### config.mk
export PLATFORM = sky130hd
export DESIGN_NAME = cpu_oci_dct_packer
export DESIGN_NICKNAME = d
export VERILOG_FILES = /design/src/rtl/cpu_oci_pkg.sv /design/src/rtl/cpu_oci_dct_frame_slot.sv /design/src/rtl/cpu_oci_dct_packer.sv
export SDC_FILE = /design/constraint.sdc
export NUM_CORES = 1
export LEC_CHECK = 0
export CORE_AREA = 4 4 97 99
export CTS_CLUSTER_SIZE = 12
export DETAILED_ROUTE_END_ITERATION = 6
export DIE_AREA = 0 0 101 103
export GPL_TIMING_DRIVEN = 0
export MAX_ROUTING_LAYER = met4
export PLACE_DENSITY = 0.71
export SLEW_MARGIN = 20
export SYNTH_ARGS = -nofsm -noshare
export SYNTH_HDL_FRONTEND = slang
export SYNTH_SLANG_ARGS = --single-unit
### constraint.sdc
create_clock -name clk -period 5.9 [get_ports clk]
set_input_delay 1.18 -clock clk [delete_from_list [all_inputs] [get_ports clk]]
set_output_delay 1.18 -clock clk [all_outputs]
set_load 0.01 [all_outputs]
### src/rtl/cpu_oci_pkg.sv
// Shared definitions for the CPU on-chip-instrumentation trace path:
// atom geometry, atom encodings and the DCT packer state type.
package cpu_oci_pkg;

    localparam int ATOM_W  = 2;
    localparam int DEPTH   = 15;
    localparam int BUF_W   = ATOM_W * DEPTH;
    localparam int CNT_W   = 4;
    localparam int FRAME_W = CNT_W + BUF_W;

    localparam logic [ATOM_W-1:0] ATOM_NONE = 2'b00;
    localparam logic [ATOM_W-1:0] ATOM_LD   = 2'b01;
    localparam logic [ATOM_W-1:0] ATOM_ST   = 2'b10;
    localparam logic [ATOM_W-1:0] ATOM_ADDR = 2'b11;

    typedef enum logic {
        FILL      = 1'b0,
        FULL_WAIT = 1'b1
    } dct_state_e;

endpackage

### src/rtl/cpu_oci_dct_frame_slot.sv
// Single-entry valid/ready output register holding one {count, buffer} frame.
// A load replaces the slot contents; the slot empties when the frame is taken.
module cpu_oci_dct_frame_slot
    import cpu_oci_pkg::*;
(
    input  logic               clk,
    input  logic               reset,
    input  logic               load,
    input  logic [FRAME_W-1:0] load_data,
    input  logic               frame_ready,
    output logic               frame_valid,
    output logic [FRAME_W-1:0] frame_data,
    output logic               slot_free
);

    assign slot_free = !frame_valid || frame_ready;

    // NOTE: sequential state uses non-blocking assignments so every register
    // samples pre-edge values regardless of block evaluation order.
    always_ff @(posedge clk) begin
        if (reset) begin
            frame_valid <= 1'b0;
            frame_data  <= '0;
        end else if (load) begin
            frame_valid <= 1'b1;
            frame_data  <= load_data;
        end else if (slot_free) begin
            // Data is left as-is; only the qualifier drops once the frame is taken.
            frame_valid <= 1'b0;
        end
    end

endmodule

### src/rtl/cpu_oci_dct_packer.sv
// DCT packing stage: shifts 2-bit trace atoms into a 30-bit buffer and hands
// full or flushed frames to the trace-memory writer through a one-entry slot.
module cpu_oci_dct_packer
    import cpu_oci_pkg::*;
(
    input  logic               clk,
    input  logic               reset,
    input  logic               trace_enable,
    input  logic               atom_valid,
    input  logic [ATOM_W-1:0]  atom,
    input  logic               flush,
    output logic [BUF_W-1:0]   dct_buffer,
    output logic [CNT_W-1:0]   dct_count,
    output logic               frame_valid,
    input  logic               frame_ready,
    output logic [FRAME_W-1:0] frame_data,
    output logic               overflow,
    input  logic               overflow_clr
);

    dct_state_e       state;
    logic             flush_pend;

    logic             accept;
    logic             drop;
    logic [BUF_W-1:0] buf_next;
    logic [CNT_W-1:0] cnt_next;
    logic             full_hit;
    logic             flush_hit;
    logic             transfer;
    logic             slot_free;

    // NOTE: every always_comb output gets a default first so no path can
    // leave a signal unassigned and infer a latch.
    always_comb begin
        accept    = 1'b0;
        drop      = 1'b0;
        buf_next  = dct_buffer;
        cnt_next  = dct_count;
        full_hit  = 1'b0;
        flush_hit = 1'b0;
        transfer  = 1'b0;

        case (state)
            FILL: begin
                accept = atom_valid && trace_enable;
                if (accept) begin
                    buf_next = {dct_buffer[BUF_W-ATOM_W-1:0], atom};
                    cnt_next = dct_count + CNT_W'(1);
                end
                // The atom of this cycle is counted before the flush is judged.
                full_hit  = (cnt_next == CNT_W'(DEPTH));
                flush_hit = (flush || flush_pend) && (cnt_next != '0);
                transfer  = (full_hit || flush_hit) && slot_free;
            end
            FULL_WAIT: begin
                drop     = atom_valid && trace_enable;
                transfer = slot_free;
            end
            default: ;
        endcase
    end

    always_ff @(posedge clk) begin
        if (reset) begin
            state      <= FILL;
            flush_pend <= 1'b0;
            dct_buffer <= '0;
            dct_count  <= '0;
            overflow   <= 1'b0;
        end else begin
            // A drop in the same cycle as a clear wins, so no loss goes unseen.
            overflow <= drop || (overflow && !overflow_clr);

            if (transfer) begin
                state      <= FILL;
                flush_pend <= 1'b0;
                dct_buffer <= '0;
                dct_count  <= '0;
            end else begin
                dct_buffer <= buf_next;
                dct_count  <= cnt_next;
                if (state == FILL && (full_hit || flush_hit)) begin
                    state      <= FULL_WAIT;
                    flush_pend <= flush_hit;
                end
            end
        end
    end

    cpu_oci_dct_frame_slot u_frame_slot (
        .clk         (clk),
        .reset       (reset),
        .load        (transfer),
        .load_data   ({cnt_next, buf_next}),
        .frame_ready (frame_ready),
        .frame_valid (frame_valid),
        .frame_data  (frame_data),
        .slot_free   (slot_free)
    );

endmodule

After elaboration in Yosys (flattened, before gate mapping) --
Index checks and enable logic that the tools add are counted.
Word-level totals: register bits 72, bits of input ports 9, output and inout port bits 70, logic and storage cells 36
Cells by class: $add $sub $neg 1, equal/unequal tests 1, muxes and demuxes 11, bitwise operators 1, reduce and logical (&&, ||, !) cells 15
Operators by type and width (number):
- 30-bit 2-to-1 mux | 2
- 4-bit 2-to-1 mux | 3
- 1-bit logical AND | 5
- 1-bit logical OR | 5
- 1-bit 2-to-1 mux | 5
- 4-bit by 1-bit adder with 4-bit output (second input constant) | 1
- 4-bit == test (second input constant) | 1
- 4-bit nonzero test | 1
- 1-bit zero test | 2
- 1-bit one-hot mux with 2 select lines | 1
- 2-bit nonzero test | 1
- 2-bit OR reduction | 1
- 1-bit inverter | 1

Longest topological paths before layout --
depth after elaboration 9, mapped depth 9, gate-level depth less buffers 6

Hierarchy --
From an unflattened synthesis, not the netlist that was laid out.
Second synthesis, totals: cell total of the unflattened synthesis 320, area total of the unflattened synthesis 2869.0 um^2
By module, submodules not included:
- cpu_oci_dct_packer | times used 1, cells each 206, area each 1594.0 um^2
- cpu_oci_dct_frame_slot | times used 1, cells each 114, area each 1275.0 um^2

Worst setup path after synthesis --
OpenSTA, ideal clock, no wires.
kind in2reg, from input atom_valid, to register u_frame_slot.frame_data[3], setup time 119 ps, arrival 2451 ps, data required time 5781 ps, setup slack 3331 ps, stages 7, buffers on the path 2, cell sequence a211o_1 > o21ai_2 > a21oi_2 > o311a_1 > buf_4 > buf_6 > o221a_1
Between the ends: word-level cells in the longest chain between the ends 8, elaborated cells between the ends (all ways) 11, those cells by class eq/ne (1); mux (5); reduce/logical (5)
Ends and longest elaborated chain:
- start, declared | RTL line cpu_oci_dct_packer.sv:9 | input logic atom_valid,
- 1-bit logical AND (*) | RTL line cpu_oci_dct_packer.sv:46 | accept = atom_valid && trace_enable;
- 4-bit 2-to-1 mux | RTL line cpu_oci_dct_packer.sv:47 | if (accept) begin
- 4-bit 2-to-1 mux | RTL line cpu_oci_dct_packer.sv:44 | case (state)
- 4-bit nonzero test | RTL line cpu_oci_dct_packer.sv:53 | flush_hit = (flush || flush_pend) && (cnt_next != '0);
- 1-bit logical AND | RTL line cpu_oci_dct_packer.sv:53
- 1-bit logical OR | RTL line cpu_oci_dct_packer.sv:54 | transfer = (full_hit || flush_hit) && slot_free;
- 1-bit logical AND | RTL line cpu_oci_dct_packer.sv:54
- 1-bit one-hot mux with 2 select lines | RTL line cpu_oci_dct_packer.sv:44
- end signal, assigned | RTL line cpu_oci_dct_frame_slot.sv:26 | frame_data <= load_data;
- end, declared | RTL line cpu_oci_dct_frame_slot.sv:12 | output logic [FRAME_W-1:0] frame_data,
Mark *: on every way between the ends. The rest lies on a longest branch, timed or not. The select of a mux whose other input is x is not followed. A chain may end at the register's enable or synchronous reset.

Worst setup path in the final report --
from input atom_valid, to register u_frame_slot.frame_data[14]
Same word-level chain as after synthesis.

==> flow_metrics.tcl <==
set metrics [dict create \
    grt_antenna_before_repair 0 \
    swShare_pct 27.1 \
    clockBufferDepth 2 \
    finish.net_count 370 \
    comb_power_share_pct 16.2 \
    rsz0062_at_grt "no" \
    post_synth.cell_area_avg_um2 10.8 \
    number_of_instances_in_the_synthesized_netlist 271 \
    half_perimeter_wire_length_after_detailed_placement_um 5650 \
    postLayoutCellArea_um2 4050 \
    synth.yosys.warnings 0 \
    fillCellCount 826 \
    drt-pass1-iter-count 4 \
    antenna-diode-count 0 \
    hold_buffers 0 \
    die_width_um 101 \
    timing.fmax_mhz 319 \
    cts.reportedPaths.clkPinSlew_ns 0.08 \
    period_needed_ns 3.13 \
    gp_congestion 0.788 \
    grt_first_pass_wirelength_um 12800 \
    drv_cap 0 \
    detailroute.via_count 2473 \
    cellPowerDensity_nw_per_um2 268 \
    setup_viol_count_final 0 \
    h-tree-depth 3 \
    drcViolationCount 0 \
    dpl-instance-area_um2 3850 \
    ios 79 \
    cellInternalPower_mw 0.791 \
    syn_area_um2 2940 \
    grt-ovfl-total 0 \
    leakagePower_nw 1.64 \
    number_of_buffers_created_by_cts 9 \
    cts_root_buf "clkbuf_8" \
    syn_to_final_growth_pct 37.9 \
    mostFrequentLayoutCell "clkdlybuf4s50_1" \
    worstSetupEndpointType "flip-flop" \
    worstPathMaxFanout 10 \
    avgViaCountPerCell 5.23 \
    cts_resized 0 \
    grtUsageTotal_pct 16.3 \
    timing.max_slew.rel_slack_pct 54.7 \
    fin_crit_sh_pct 53.1 \
    skew_ns 0.0104 \
    fin_hold_ws_ns 0.477 \
    clockPowerShare_pct 35.5 \
    vdd_drop_max_mv 0.129 \
    layout_setup_ws_ns 2.77 \
    post_drt_wl_per_cell_um 16.4 \
    core_area_um2 8550 \
    cp.arrival_ns 3.38 \
    ys_seq_area_share_pct 49.1 \
    synth.ff_latch_count 72 \
    initial_utilization_pct 34.3 \
    power.share.sequential_pct 48.3 \
    actual_transition_at_the_worst_max_transition_pin_ns 0.680 \
    post_route_cells_drive_above_1_share_pct 12.1 \
    setup_tns_ns 0 \
    timing.final.hold_violations 0 \
    run_status "complete, no violations" \
    port_buffers 78 \
    rows 34 \
    largest_net_degree_at_the_start_of_global_routing 14 \
    die_height_um 103 \
    cp_data_required_time_ns 6.14 \
    hold_class "reg2reg" \
    commonest_cells_after_routing_fill_and_taps_aside "clkdlybuf4s50_1, dfxtp_1, nand3_1" \
    antenna_violating_nets_post_route 0 \
    total_switching_power_mw 0.294 \
    synth_fp_nets 281 \
    cts_tree "done" \
    vias_in_the_first_global_route 2562 \
    critical_path_class "in2reg" \
    detail_route.iter0.violations 65 \
    synth.distinct_cells 33 \
    clk_latency_ns 0.35 \
    slew_viol_final 0 \
    dpl_worst_slack_ns 2.41 \
    cts.sink_count 72 \
    final_util_pct 47.4 \
    die_area_um2 10400 \
    cts_setup_buffers 0 \
    wl_um 7780 \
    startpoint_type "input pin" \
]
[state kept, by name, summed over array words and instances (netlist names)]
register	flops
dct_buffer	30
u_frame_slot.frame_data	34
state	1
flush_pend	1
overflow	1
dct_count	4
u_frame_slot.frame_valid	1
[metrics by stage]
| step | std cells | total power, mW |
|---|---|---|
| detailed placement | 457 | 0.713 |
| CTS | 473 | 1.10 |
| global placement | 457 | 0.710 |
| global route | 473 | 1.14 |
| finish | 473 | 1.09 |
| floorplan | 271 | 0.636 |
[power by group through the flow]
| stage | registers, mW | clock network, mW | logic (mW) |
|---|---|---|---|
| 2_1_floorplan | 0.543 | 0 | 0.0923 |
| 3_3_place_gp | 0.535 | 0 | 0.175 |
| 3_5_place_dp | 0.536 | 0 | 0.178 |
| 4_1_cts | 0.525 | 0.395 | 0.178 |
| 5_1_grt | 0.528 | 0.418 | 0.191 |
| 6_report | 0.524 | 0.385 | 0.176 |
[worst paths after layout]
check                                end  depth (start not counted)  slack [ns]         start
min reg2reg                     overflow                          2        0.48      overflow
max reg2reg  u_frame_slot.frame_data[14]                          7        3.49  dct_count[0]
max          u_frame_slot.frame_data[14]                          7        2.77    atom_valid
min                             overflow                          2        0.48      overflow
[synth_stat cells]
cell	instances	area share, %
a31oi_1	2	0.43
nor3_1	26	4.4
a211o_1	1	0.30
nand2b_1	3	0.64
clkbuf_1	15	1.9
o311a_1	1	0.34
ha_1	1	0.43
o21ai_1	1	0.17
buf_6	5	1.9
buf_1	1	0.13
a21oi_2	1	0.30
nor2_1	3	0.38
clkinv_1	1	0.13
xor2_1	1	0.30
nand3_1	37	6.3
nand4_1	1	0.21
inv_1	2	0.26
and4b_1	1	0.34
o21ai_2	1	0.30
xnor2_1	2	0.60
dfxtp_1	72	49
nor3_2	11	3.7
buf_2	7	1.2
xor2_2	1	0.55
buf_4	1	0.26
nand2_1	2	0.26
o31ai_1	1	0.26
o221a_1	34	13
mux2i_1	31	11
a21oi_1	2	0.34
o211ai_2	1	0.43
nand3b_1	1	0.26
or3_1	1	0.21
[area by class of cell]
cell class	count	area, um^2	area share [%]
timing repair buffer	78	781	19.3
clock buffer	9	124	3.06
sequential	72	1440	35.6
multi-input combinational	167	1330	32.7
clock inverter	7	72.6	1.79
buffer	29	159	3.92
inverter	3	11.3	0.278
tap	108	135	3.34
[critical path, stage by stage]
cell	delay, ns
clkdlybuf4s50_1	0.57
nand3_1	0.15
xor2_2	0.19
o211ai_2	0.43
clkbuf_1	0.44
nand3_1	0.16
o221a_1	0.25
[cell families (layout without fill, tap and decap cells)]
family	Yosys count	after routing	synth area share (%)
AOI/OAI and AO/OA	45	45	15.9
xor gates and xnor gates	4	4	1.45
adders and majority gates	1	1	0.426
buffers and inverters	32	126	5.79
DFF	72	72	49.1
muxes	31	31	10.6
and+or+nand+nor	86	86	16.8
[routing by layer]
metal  GRT usage [%]  routed length [um]
met1            20.6                3450
met2            25.4                3790
met3            3.45                 431
met4            6.34                 117
met5               -                   0
Power figures use the tool's default switching activity.
